===== config.mk =====
export PLATFORM = sky130hd
export DESIGN_NAME = multiplicador_seq
export DESIGN_NICKNAME = d
export VERILOG_FILES = /design/src/rtl/multiplicador_seq.sv
export SDC_FILE = /design/constraint.sdc
export NUM_CORES = 1
export LEC_CHECK = 0
export CAP_MARGIN = 20
export CORE_MARGIN = 1
export CORE_UTILIZATION = 50
export DETAILED_ROUTE_END_ITERATION = 7
export DONT_BUFFER_PORTS = 1
export PLACE_DENSITY = 0.7
export SLEW_MARGIN = 30
export SYNTH_ARGS = -nofsm -noshare
export SYNTH_HDL_FRONTEND = slang
export SYNTH_SLANG_ARGS = --single-unit
export TNS_END_PERCENT = 10

===== constraint.sdc =====
create_clock -name Clk -period 3.8 [get_ports Clk]
set_input_delay 0.76 -clock Clk [delete_from_list [all_inputs] [get_ports Clk]]
set_output_delay 0.76 -clock Clk [all_outputs]
set_load 0.02 [all_outputs]

===== src/rtl/multiplicador_seq.sv =====
// Sequential WIDTH x WIDTH multiplier: one shift-add (unsigned) or radix-2 Booth
// (signed) step per clock, WIDTH cycles per product, registered result and done pulse.
module multiplicador_seq #(
    parameter int WIDTH     = 16,
    parameter bit SIGNED_EN = 1'b1
) (
    input  logic                 Clk,
    input  logic                 Reset_n,
    input  logic                 Start,
    input  logic                 Abort,
    input  logic                 Signed,
    input  logic [WIDTH-1:0]     Multiplicando,
    input  logic [WIDTH-1:0]     Multiplicador,
    output logic                 Busy,
    output logic                 Done,
    output logic [2*WIDTH-1:0]   Produto
);

    localparam int PW = 2 * WIDTH;
    localparam int CW = $clog2(WIDTH + 1);

    typedef enum logic {IDLE, RUN} state_t;

    state_t             r_state;
    logic [PW-1:0]      r_mcand;
    logic [WIDTH-1:0]   r_mplier;
    logic               r_prev;
    logic               r_signed;
    logic [PW-1:0]      r_acc;
    logic [CW-1:0]      r_cnt;
    logic               r_busy;
    logic               r_done;
    logic [PW-1:0]      r_prod;

    logic               w_mode;
    logic [PW-1:0]      w_mcand_ext;
    logic [PW-1:0]      w_addend;
    logic [PW-1:0]      w_acc_next;

    assign w_mode      = Signed & SIGNED_EN;
    assign w_mcand_ext = {{WIDTH{w_mode & Multiplicando[WIDTH-1]}}, Multiplicando};

    // Booth pair (b_i, b_i-1): 01 adds, 10 subtracts the shifted multiplicand.
    always_comb begin
        w_addend = '0;
        if (r_signed) begin
            case ({r_mplier[0], r_prev})
                2'b01:   w_addend = r_mcand;
                2'b10:   w_addend = -r_mcand;
                default: w_addend = '0;
            endcase
        end else if (r_mplier[0]) begin
            w_addend = r_mcand;
        end
        w_acc_next = r_acc + w_addend;
    end

    always_ff @(posedge Clk or negedge Reset_n) begin
        if (!Reset_n) begin
            r_state  <= IDLE;
            r_mcand  <= '0;
            r_mplier <= '0;
            r_prev   <= 1'b0;
            r_signed <= 1'b0;
            r_acc    <= '0;
            r_cnt    <= '0;
            r_busy   <= 1'b0;
            r_done   <= 1'b0;
            r_prod   <= '0;
        end else begin
            r_done <= 1'b0;
            case (r_state)
                IDLE: begin
                    if (Start && !Abort) begin
                        r_mcand  <= w_mcand_ext;
                        r_mplier <= Multiplicador;
                        r_signed <= w_mode;
                        r_prev   <= 1'b0;
                        r_acc    <= '0;
                        r_cnt    <= CW'(WIDTH);
                        r_busy   <= 1'b1;
                        r_state  <= RUN;
                    end
                end
                RUN: begin
                    if (Abort) begin
                        r_busy  <= 1'b0;
                        r_state <= IDLE;
                    end else begin
                        r_acc    <= w_acc_next;
                        r_mcand  <= r_mcand << 1;
                        r_mplier <= r_mplier >> 1;
                        r_prev   <= r_mplier[0];
                        r_cnt    <= r_cnt - 1'b1;
                        // Last step: publish the full product straight from the adder.
                        if (r_cnt == CW'(1)) begin
                            r_prod  <= w_acc_next;
                            r_done  <= 1'b1;
                            r_busy  <= 1'b0;
                            r_state <= IDLE;
                        end
                    end
                end
                default: r_state <= IDLE;
            endcase
        end
    end

    assign Busy    = r_busy;
    assign Done    = r_done;
    assign Produto = r_prod;

endmodule


After elaboration in Yosys (flattened, before gate mapping)

Cells that the tools add are included.

Flip-flop bits (word level): 122
Logic and storage cells: 57

Mux-type cells: 29
Reductions and logical operators: 6
Add/subtract/negate cells: 3
Bitwise logic cells: 3
Equality and inequality tests: 6

Operators by type and width:

| operator              | count |
|---|---|
| $mux W32              | 6 |
| $pmux W32 S2          | 3 |
| $add A32 B32 Y32      | 1 |
| $mux W16              | 2 |
| $neg A32 Y32          | 1 |
| $pmux W16 S2          | 1 |
| $mux W1               | 11 |
| $mux W5               | 2 |
| $pmux W5 S2           | 1 |
| $pmux W1 S2           | 3 |
| $reduce_and A2 Y1     | 3 |
| $eq A5 B1 Y1 const B  | 1 |
| $sub A5 B1 Y5 const B | 1 |
| $ne A2 B2 Y1 const B  | 2 |
| $ne A3 B2 Y1 const B  | 1 |
| $reduce_and A3 Y1     | 1 |
| $eq A2 B1 Y1 const B  | 1 |
| $eq A2 B2 Y1 const B  | 1 |
| $not A1 Y1            | 2 |
| $and A1 B1 Y1         | 1 |
| $logic_and A1 B1 Y1   | 1 |
| $logic_not A1 Y1      | 1 |

Longest topological paths before layout

Depth after elaboration: 6
Depth in mapped cells: 20
Gate-level depth less buffers: 19

Least setup slack after synthesis

No wires, ideal clock.

Kind: flip-flop to flip-flop
Start: register r_mcand[0]
End: register r_prod[16], in the netlist Produto[16]
Path buffers: 0
Cell stages (with the launch flop): 18
Data required time: 3675 ps
Slack: -277 ps
Setup time: 125 ps
Arrival time: 3953 ps
Path through: dfrtp_1 -> inv_1 -> ha_1 -> or3b_1 -> or3_1 -> nor3_1 -> nand2_1 -> or3_1 -> xor2_1 -> a22oi_1 -> o21ai_1 -> ha_1 -> a21o_1 -> a221o_1 -> a31oi_1 -> o21ai_0 -> xor2_1 -> mux2_2

Longest elaborated chain between the ends: 4
Elaborated cells between the ends (all ways): 5

RTL lines:

| element                | line | RTL |
|---|---|---|
| start, declared        | 25   | `logic [PW-1:0] r_mcand;` |
| start signal, assigned | 75   | `r_mcand <= w_mcand_ext;` |
| start signal, assigned | 91   | `r_mcand <= r_mcand << 1;` |
| $neg A32 Y32           | 49   | `2'b10: w_addend = -r_mcand;` |
| $pmux W32 S2           | 47   | `case ({r_mplier[0], r_prev})` |
| $mux W32 *             | 46   | `if (r_signed) begin` |
| $add A32 B32 Y32 *     | 55   | `w_acc_next = r_acc + w_addend;` |
| end signal, assigned   | 97   | `r_prod <= w_acc_next;` |
| end, declared          | 33   | `logic [PW-1:0] r_prod;` |

Every way passes the cells marked *; elsewhere a longest branch is shown, timed or not.
A chain may end at the register's enable or synchronous reset.

Worst setup path after layout

Start: register r_mcand[1]
End: register r_acc[30]

Longest elaborated chain between the ends: 6
Elaborated cells between the ends (all ways): 7

RTL lines:

| element              | line | RTL |
|---|---|---|
| $neg A32 Y32         | 49   |  |
| $pmux W32 S2         | 47   |  |
| $mux W32 *           | 46   |  |
| $add A32 B32 Y32 *   | 55   |  |
| $mux W32 *           | 86   | `if (Abort) begin` |
| $pmux W32 S2 *       | 72   | `case (r_state)` |
| end signal, assigned | 90   | `r_acc <= w_acc_next;` |
| end, declared        | 29   | `logic [PW-1:0] r_acc;` |

Every way passes the cells marked *; elsewhere a longest branch is shown, timed or not. The select of a mux whose other input is x is not followed.

==> impl_metrics.json <==
{
  "io_buffers": 0,
  "async_reset_ff_share_pct": 100.0,
  "stdcell_count": 1121,
  "ant_nets": 0,
  "synth_xor_xnor_area_share_pct": 4.278,
  "cp_slowest_cell": "dfrtp_1",
  "synth_edf_count": 0,
  "path_clk_slew_ps": 60,
  "hp-class": "in -> async",
  "ys_types": 62,
  "cts_hold_buf": 0,
  "synth_cells": 824,
  "io_pins": 71,
  "antennaDiodeCount": 0,
  "insertion_delay_ps": 430,
  "routedWlPerCell_microns": 18.41,
  "arrival_ps": 4500,
  "grt_max_degree": 123,
  "rows": 44,
  "finalNetCount": 999,
  "die_w_microns": 125.1,
  "synth_largest_area_cell": "dfrtp_1",
  "ys_seq_area_share_pct": 40.30,
  "maxCapViolCount": 0,
  "cts_tree": "built",
  "rsz0062_at_grt": "true",
  "root_buffer": "clkbuf_16",
  "ys_ff_latch": 122,
  "first_pass_iters": 8,
  "finalWirelength_microns": 20640,
  "fmax_ghz": 0.2386,
  "fin_setup_tns_ps": -8878,
  "synth_compound_area_share_pct": 25.39,
  "avgSynthCellArea_sq_um": 9.193,
  "start_kind": "flop",
  "setup_viol_count_final": 38,
  "cp_data_required_time_ps": 4110,
  "timing.hold.ws_ps": 27.94,
  "drc": 2,
  "dp_hpwl_microns": 14340,
  "hold_violations": 0,
  "maxSlewViolCount": 0,
  "cts_buffers": 17,
  "synth_area_leaders": "dfrtp_1, o21ai_0, ha_1",
  "first_global_vias": 6951,
  "initial_core_util_pct": 51.73,
  "setup.worst_path.class": "reg -> reg",
  "worst_slack_ps": -391.7,
  "synth_flop_cell": "dfrtp_1",
  "gp_congestion": 0.9117,
  "yosys_warnings": 0,
  "path_cells": "inv_2 > ha_4 > or3b_4 > or3_4 > nor3_4 > nand2_1 > or3_1 > xor2_1 > a22oi_1 > o21ai_1 > ha_2 > a21oi_2 > o21ai_1 > a211oi_2 > o31ai_2 > o2111ai_2 > a21oi_2 > or3_1 > a32o_1",
  "die_y_microns": 125.1,
  "max_stage_delay_ps": 420,
  "detail_route.vias_per_cell": 6.161,
  "p_per_area_nw_per_um2": 582.7,
  "ctsLongestPathBuffers": 2,
  "place_inst": 1083,
  "relSlewSlack_pct": 38.69,
  "ir_drop_mv": 0.4032,
  "synth-simple-area-share_pct": 16.44,
  "fin_crit_sh_pct": 110.3,
  "antenna_found_initial": 0,
  "drtIter0Drc": 442,
  "grtUsageTotal_pct": 27.30,
  "leakage_uw": 0.004484,
  "vias": 6907,
  "worstSetupEndpointType": "flop",
  "synth_fa_ha_area_share_pct": 6.376,
  "synth_nets": 899,
  "synth_top_area_share_pct": 40.30,
  "tightest_slew_ps": 917.2,
  "die-area_sq_um": 15650,
  "core_region_area_sq_um": 14640,
  "grt_overflow_total": 0,
  "synthMuxAreaShare_pct": 3.568,
  "run_status": "complete, but fails checks",
  "drive_gt1_share_pct": 25.83,
  "clock_skew_ps": 7.115,
  "grt_pass1_wl_microns": 34320,
  "h-tree-depth": 4,
  "synthesis.area_sq_um": 7575,
  "violations": "DRC, setup timing",
  "synthToLayoutAreaGrowth_pct": 24.74,
  "layout_min_cycle_time_ps": 4192,
  "synth_top_family_by_area": "compound AO/OA/AOI/OAI gates",
  "cp_max_fo": 5,
  "clock_sinks": 122
}
## synth_stat cells, types with 5 or more instances
cell      count
nor2b_1      20
or3_1         7
a22oi_1      20
nor4_1        6
o31ai_1      14
nand2b_1     10
o21ai_0      94
a22o_1       34
and3_1        9
xnor2_1      21
a21oi_1      63
nor2_1       31
nand2_1      86
nor3_1       16
nand3_1      10
and3b_1      15
o21ai_1       5
mux2_2       24
xor2_1       16
ha_1         37
inv_1        16
buf_1         5
and2_1        6
clkbuf_1     46
a21o_1       12
a221o_1      17
dfrtp_1     122
## layer usage
| layer | global-route usage (%) | vias to the layer above | routed length [microns] |
|---|---|---|---|
| met4 | 11.62 | 0 | 687 |
| met5 | 0 | - | 0 |
| met2 | 46.20 | 214 | 10210 |
| met1 | 33.61 | 3392 | 8728 |
| met3 | 6.033 | 53 | 1014 |
| li1 | - | 3248 | - |
## worst max-delay path: cells and delay by family, from the launching register on
family | cells | cell delay (ps)
xor gates and xnor gates | 1 | 150
DFF | 1 | 420
AOI/OAI and AO/OA | 9 | 1410
adders and majority gates | 2 | 340
and+or+nand+nor | 6 | 1660
buffers and inverters | 1 | 100
## layout by cell type, fill, tap and decap left out, types with 18 or more instances in the layout
cell and n:
buf_4 135, dfrtp_1 122, o21ai_0 87, nand2_1 85
a21oi_1 56, a22o_1 34, ha_1 34, nor2_1 31
mux2_2 24, xnor2_1 21, a22oi_1 20, nor2b_1 18
## logic make-up after synthesis
| group | Yosys count |
|---|---|
| buffers and inverters | 71 |
| adders and majority gates | 38 |
| xor gates and xnor gates | 37 |
| muxes | 24 |
| and+or+nand+nor | 236 |
| AOI/OAI and AO/OA | 296 |
| DFF | 122 |
## final timing paths
check / slack (ps) / startpoint / cells past startpoint / end
worst max-delay path: -390 / r_mcand[1] / 19 / r_acc[30]
min in group Clk: 430 / Abort / 1 / r_mcand[11]
worst max register to register: -390 / r_mcand[1] / 19 / r_acc[30]
worst min register to register: 500 / r_acc[12] / 2 / r_acc[12]
max in group asynchronous: 3580 / Reset_n / 0 / r_mplier[0]
worst min-delay path: 30 / Reset_n / 0 / r_acc[16]
## per-stage QoR
step	total power [uW]	utilization (%)	setup slack (ps)	area, sq um
3_5_place_dp	3761	58.75	-437.1	8603
6_report	5506	64.52	-391.7	9449
4_1_cts	5467	63.80	-336.8	9343
3_3_place_gp	3685	58.75	-376.9	8603
5_1_grt	5791	64.52	-630.1	9449
2_1_floorplan	3043	-	-153.7	7600
## sequential cells by signal, summed over array words and instances, names as in the netlist
register  count
r_cnt         5
r_mcand      32
Produto      32
r_mplier     16
r_prev        1
r_state       1
Busy          1
Done          1
r_acc        32
r_signed      1
## cell type report
class / instances / area (sq um)
fillers: 1202 / 5195
multi-input cells: 631 / 4486
flip-flops and latches: 122 / 3053
repair buffers: 135 / 1013
clock buffers: 18 / 439.2
well taps: 184 / 230.2
clock inverters: 14 / 163.9
inverters: 17 / 63.81
## what timing repair did
action / in CTS / in global routing
buffers inserted: 4 / 2
gates cloned: 0 / 0
setup endpoints to repair: 38 / 40
pin swaps: 7 / 7
gates resized for setup: 27 / 17
## power by group
group | total, uW | switching [uW] | internal, uW
Clock | 1660 | 662 | 997
Sequential | 1980 | 376 | 1600
Combinational | 1870 | 944 | 924
Total | 5510 | 1980 | 3520
No activity file was read; power rests on OpenSTA's default activity.
==> patch 1, RTL diff (same flow settings) <==
Register the output `Produto` once more, with the module's reset; this adds one clock of latency there. The other outputs are not delayed to match.
--- a/src/rtl/multiplicador_seq.sv
+++ b/src/rtl/multiplicador_seq.sv
@@ -109,5 +109,11 @@
     assign Busy    = r_busy;
     assign Done    = r_done;
-    assign Produto = r_prod;
+    always_ff @(posedge Clk or negedge Reset_n) begin
+        if (!Reset_n) begin
+            Produto <= '0;
+        end else begin
+            Produto <= r_prod;
+        end
+    end
 
 endmodule
Behaviour: same outputs for any inputs over 10 cycles, from zero or initial values and one cycle with Reset_n low; that may be too few to reach the edited logic, so the function may still have changed.
==> patch 1 against the original RTL <==
  * The flow finishes with violations (negative setup slack)
  * Synthesized cell count grew 13%
  * Sequential power grew 20%
  * Setup slack lost 0.32 ns
  * Sequential share of layout area grew 2.7 points
  * Maximum frequency shrank 7.1%
  * Final area grew 17%
  * Utilization grew 0.96 points
  * Total power grew 14%
  * Sequential cell count grew 32
  * Critical path depth shrank 3
  * Synthesized area grew 15%
  * Die area grew 15%
  * Routed wire length grew 12%
  * Largest power group unchanged
==> patch 1: results (changes against the original RTL) <==
[sta]
max_slew.worst_pin.slew_ns = 0.810  ; -0.107 ns
fin_ws_ns = -0.714  ; -0.322 ns
final-hold-violation-count = 0  ; unchanged
fin_worst_skew_ns = 0.0102  ; +0.00309 ns
setup_viol = 40  ; +5.3%
tns_ns = -17.00  ; -8.12 ns

[power]
seqPwrFrac_pct = 37.9  ; +2.0 points
power.density_mw_per_mm2 = 570  ; -2.2%
peakVddDrop_mv = 0.364  ; -9.6%
intPower_uw = 4070  ; +15%
power_combinational_uw = 2080  ; +11%
p_leak_uw = 0.00523  ; +17%

[outcome]
violations = negative setup slack
status = finished, violations left

[final_layout]
post_route_cells_drive_above_1_share_pct = 25.7  ; -0.16 points
fin_area_mm2 = 0.0110  ; +17%
nets = 1141  ; +14%
nFillCells = 1340  ; +11%

[logic_synthesis]
synth_top_cells_by_count = dfrtp_1, nand2_1, o21ai_0
yosysUniqueCellTypes = 66  ; +6.5%
syn_inst = 934  ; +13%
yosysSeqAreaShare_pct = 44.1  ; +3.8 points
synth.area.top_cells = dfrtp_1, o21ai_0, ha_1
synthesis.nets = 1009  ; +12%

[critical_path]
reg2reg_depth = 16  ; -3
arrival_ns = 4.88  ; +0.38 ns
reg2reg_to = r_acc[30]
cp_slowest_stage_delay_ns = 0.55  ; +0.13 ns
slowest_stage = or4_4
crit_start = r_mcand[0]
end_kind = register

[global_routing]
grtUsageMet1_pct = 40.1  ; +6.5 points
grt.total_usage_pct = 27.0  ; -0.34 points
grtUsageMet3_pct = 4.38  ; -1.6 points
grt_pass1_wl_mm = 38.3  ; +11%
grt_pass1_vias = 7371  ; +6.0%
use_met2_pct = 39.9  ; -6.3 points
grt_max_degree = 155  ; +26%

[placed_design]
placed_cell_area_mm2 = 0.0101  ; +17%
dp_hpwl_mm = 15.8  ; +10%
place_congestion = 0.901  ; -1.2%
dpl_worst_slack_ns = -0.718  ; -0.281 ns

[route]
wl_met2_mm = 10.3  ; +0.92%
drtIter0Drc = 704  ; +59%
top_layer = met4
first_pass_iters = 5  ; -3
wirelength_mm = 23.2  ; +12%
via_per_inst = 5.98  ; -3.0%
avgRoutedWirePerCell_um = 17.8  ; -3.2%
route.met3.wl_mm = 1.32  ; +30%
m1WireLength_mm = 11.1  ; +27%

[cts]
cts_buffers = 17  ; unchanged

## patch 1: worst min path at each step
stage,startpoint,to,slack (ns)
after floorplan,r_prod[15],Produto[15],0.35
after global placement,r_prod[2],Produto[2],0.36
after detailed placement,r_prod[15],Produto[15],0.36
after CTS,Reset_n,r_mplier[7],0.006
after global routing,Reset_n,r_mplier[7],0.003
final,Reset_n,r_mplier[7],0.02
## patch 1: area by class of cell
type                       instances  area share [%]
inverter                          21           0.716
tap                              220            2.50
clock inverter                    14            1.66
clock buffer                      18            3.99
multi-input combinational        697            44.2
timing repair buffer             175            12.0
sequential                       154            35.0
## patch 1: logic make-up after synthesis
kind of cell	synth area share (%)
AOI/OAI and AO/OA	24.5
and+or+nand+nor	17.3
DFF	44.1
buffers and inverters	3.61
adders and majority gates	5.53
xor gates and xnor gates	2.81
muxes	2.12
## patch 1: timing repair
item,4_1_cts,5_1_grt
hold endpoints to repair,0,0
endpoints found under the setup margin,40,44
gates resized for setup,37,22
buffers inserted,7,4
pin swaps,16,13
==> patch 2, RTL diff (same settings) <==
Without the edit above. The parameter `SIGNED_EN` goes from 1'b1 to 1'b0.
--- a/src/rtl/multiplicador_seq.sv
+++ b/src/rtl/multiplicador_seq.sv
@@ -3,5 +3,5 @@
 module multiplicador_seq #(
     parameter int WIDTH     = 16,
-    parameter bit SIGNED_EN = 1'b1
+    parameter bit SIGNED_EN = 1'b0
 ) (
     input  logic                 Clk,
Behaviour: no difference found for any inputs over 10 cycles, from zero or initial values and one cycle with Reset_n low; that may be too few to reach the edited logic, so the function may still have changed.
==> patch 2 against the original RTL <==
  * Utilization is 7.4 points lower
  * Setup slack better by 0.99 ns
  * Sequential cell count is 2 lower
  * Synthesized area is 7.5% lower
  * Via count is 19% lower
  * Routed wire length is 18% lower
  * Final area is 19% lower
  * Worst hold slack better by 0.0068 ns
  * Critical endpoint unchanged
Power is not compared: it rests on default switching activity, and its combinational part moved more than twofold at a synthesized area within 25%.
==> patch 2: results (changes against the original RTL) <==
[outcome]
status = complete, no violations

[logic_synthesis]
syn_avg_cell_area_um2 = 9.37  ; +1.9%
synthesis.nets = 819  ; -8.9%
synth_adder_area_share_pct = 6.18  ; -0.20 points
synthMuxAreaShare_pct = 5.89  ; +2.3 points
yosysSeqAreaShare_pct = 42.8  ; +2.5 points
yosysUniqueCellTypes = 69  ; +11%
synth.area.top_cells = dfrtp_1, ha_1, nand2_1
synth_top_area_share_pct = 42.8  ; +2.5 points
synth-compound-area-share_pct = 21.9  ; -3.5 points

[final_layout]
nFillCells = 1238  ; +3.0%
n_all_inverters = 16  ; -1
design.seq.count = 120  ; -1.6%
fin_area_mm2 = 0.00769  ; -19%
buffers = 9  ; -93%
fin_cells = 919  ; -18%
final-clk-cell-share_pct = 7.42  ; +1.0 points
nonClkBufAreaFrac_pct = 0.879  ; -9.8 points
nets = 801  ; -20%
post_route_cells_drive_above_1_share_pct = 8.48  ; -17 points
multi_input_area_share_pct = 49.0  ; +1.5 points
syn2layout_area_growth_pct = 9.71

[placed_design]
dp.cells = 887  ; -18%
placed_cell_area_mm2 = 0.00712  ; -17%
place_congestion = 0.867  ; -4.9%
dp_hpwl_mm = 11.5  ; -20%

[critical_path]
reg2reg_slack_ns = 0.60  ; +0.99 ns
reg2reg_depth = 9  ; -10
arrival_ns = 3.51  ; -0.99 ns
rr_startpoint = r_mplier[0]
critPathMaxFanout = 13  ; +8

[route]
route.met3.wl_um = 965  ; -4.8%
via_per_inst = 6.08  ; -1.3%
drtIter0Drc = 395  ; -11%
m1WireLength_mm = 7.71  ; -12%
first_pass_iters = 5  ; -3

[global_routing]
grt_max_degree = 121  ; -1.6%
grt_pass1_vias = 5669  ; -18%
grtUsageMet3_pct = 7.17  ; +1.1 points

[cts]
cts_resized = 0  ; -100%

[sta]
setup_viol = 0  ; -100%

-- patch 2: changes by cell type in the layout (fill, tap and decap cells not counted), sizes merged, moves of 15 or more --
cell,delta
buf,-126
o21ai,-36
mux2i,+33
and2,+31
a21oi,-23
a22oi,-19
mux2,-17
nand2,+17
a221o,-16
nor2b,-16
and3b,-15
-- patch 2: power groups by stage --
| stage | combinational, µW | sequential (µW) | clock [µW] |
|---|---|---|---|
| 2_1_floorplan | 708 | 1780 | 0 |
| 3_3_place_gp | 825 | 1830 | 0 |
| 3_5_place_dp | 866 | 1840 | 0 |
| 4_1_cts | 872 | 1830 | 1570 |
| 5_1_grt | 978 | 1860 | 1610 |
| 6_report | 869 | 1820 | 1540 |
-- patch 2: critical path, cell delays in order (launching register included) --
cell,delay (ns)
dfrtp_1,0.50
and2_1,0.22
ha_1,0.20
fa_1,0.46
a211oi_2,0.26
nor2_1,0.14
a311oi_2,0.57
nor4_1,0.12
or3_1,0.35
a32o_1,0.27
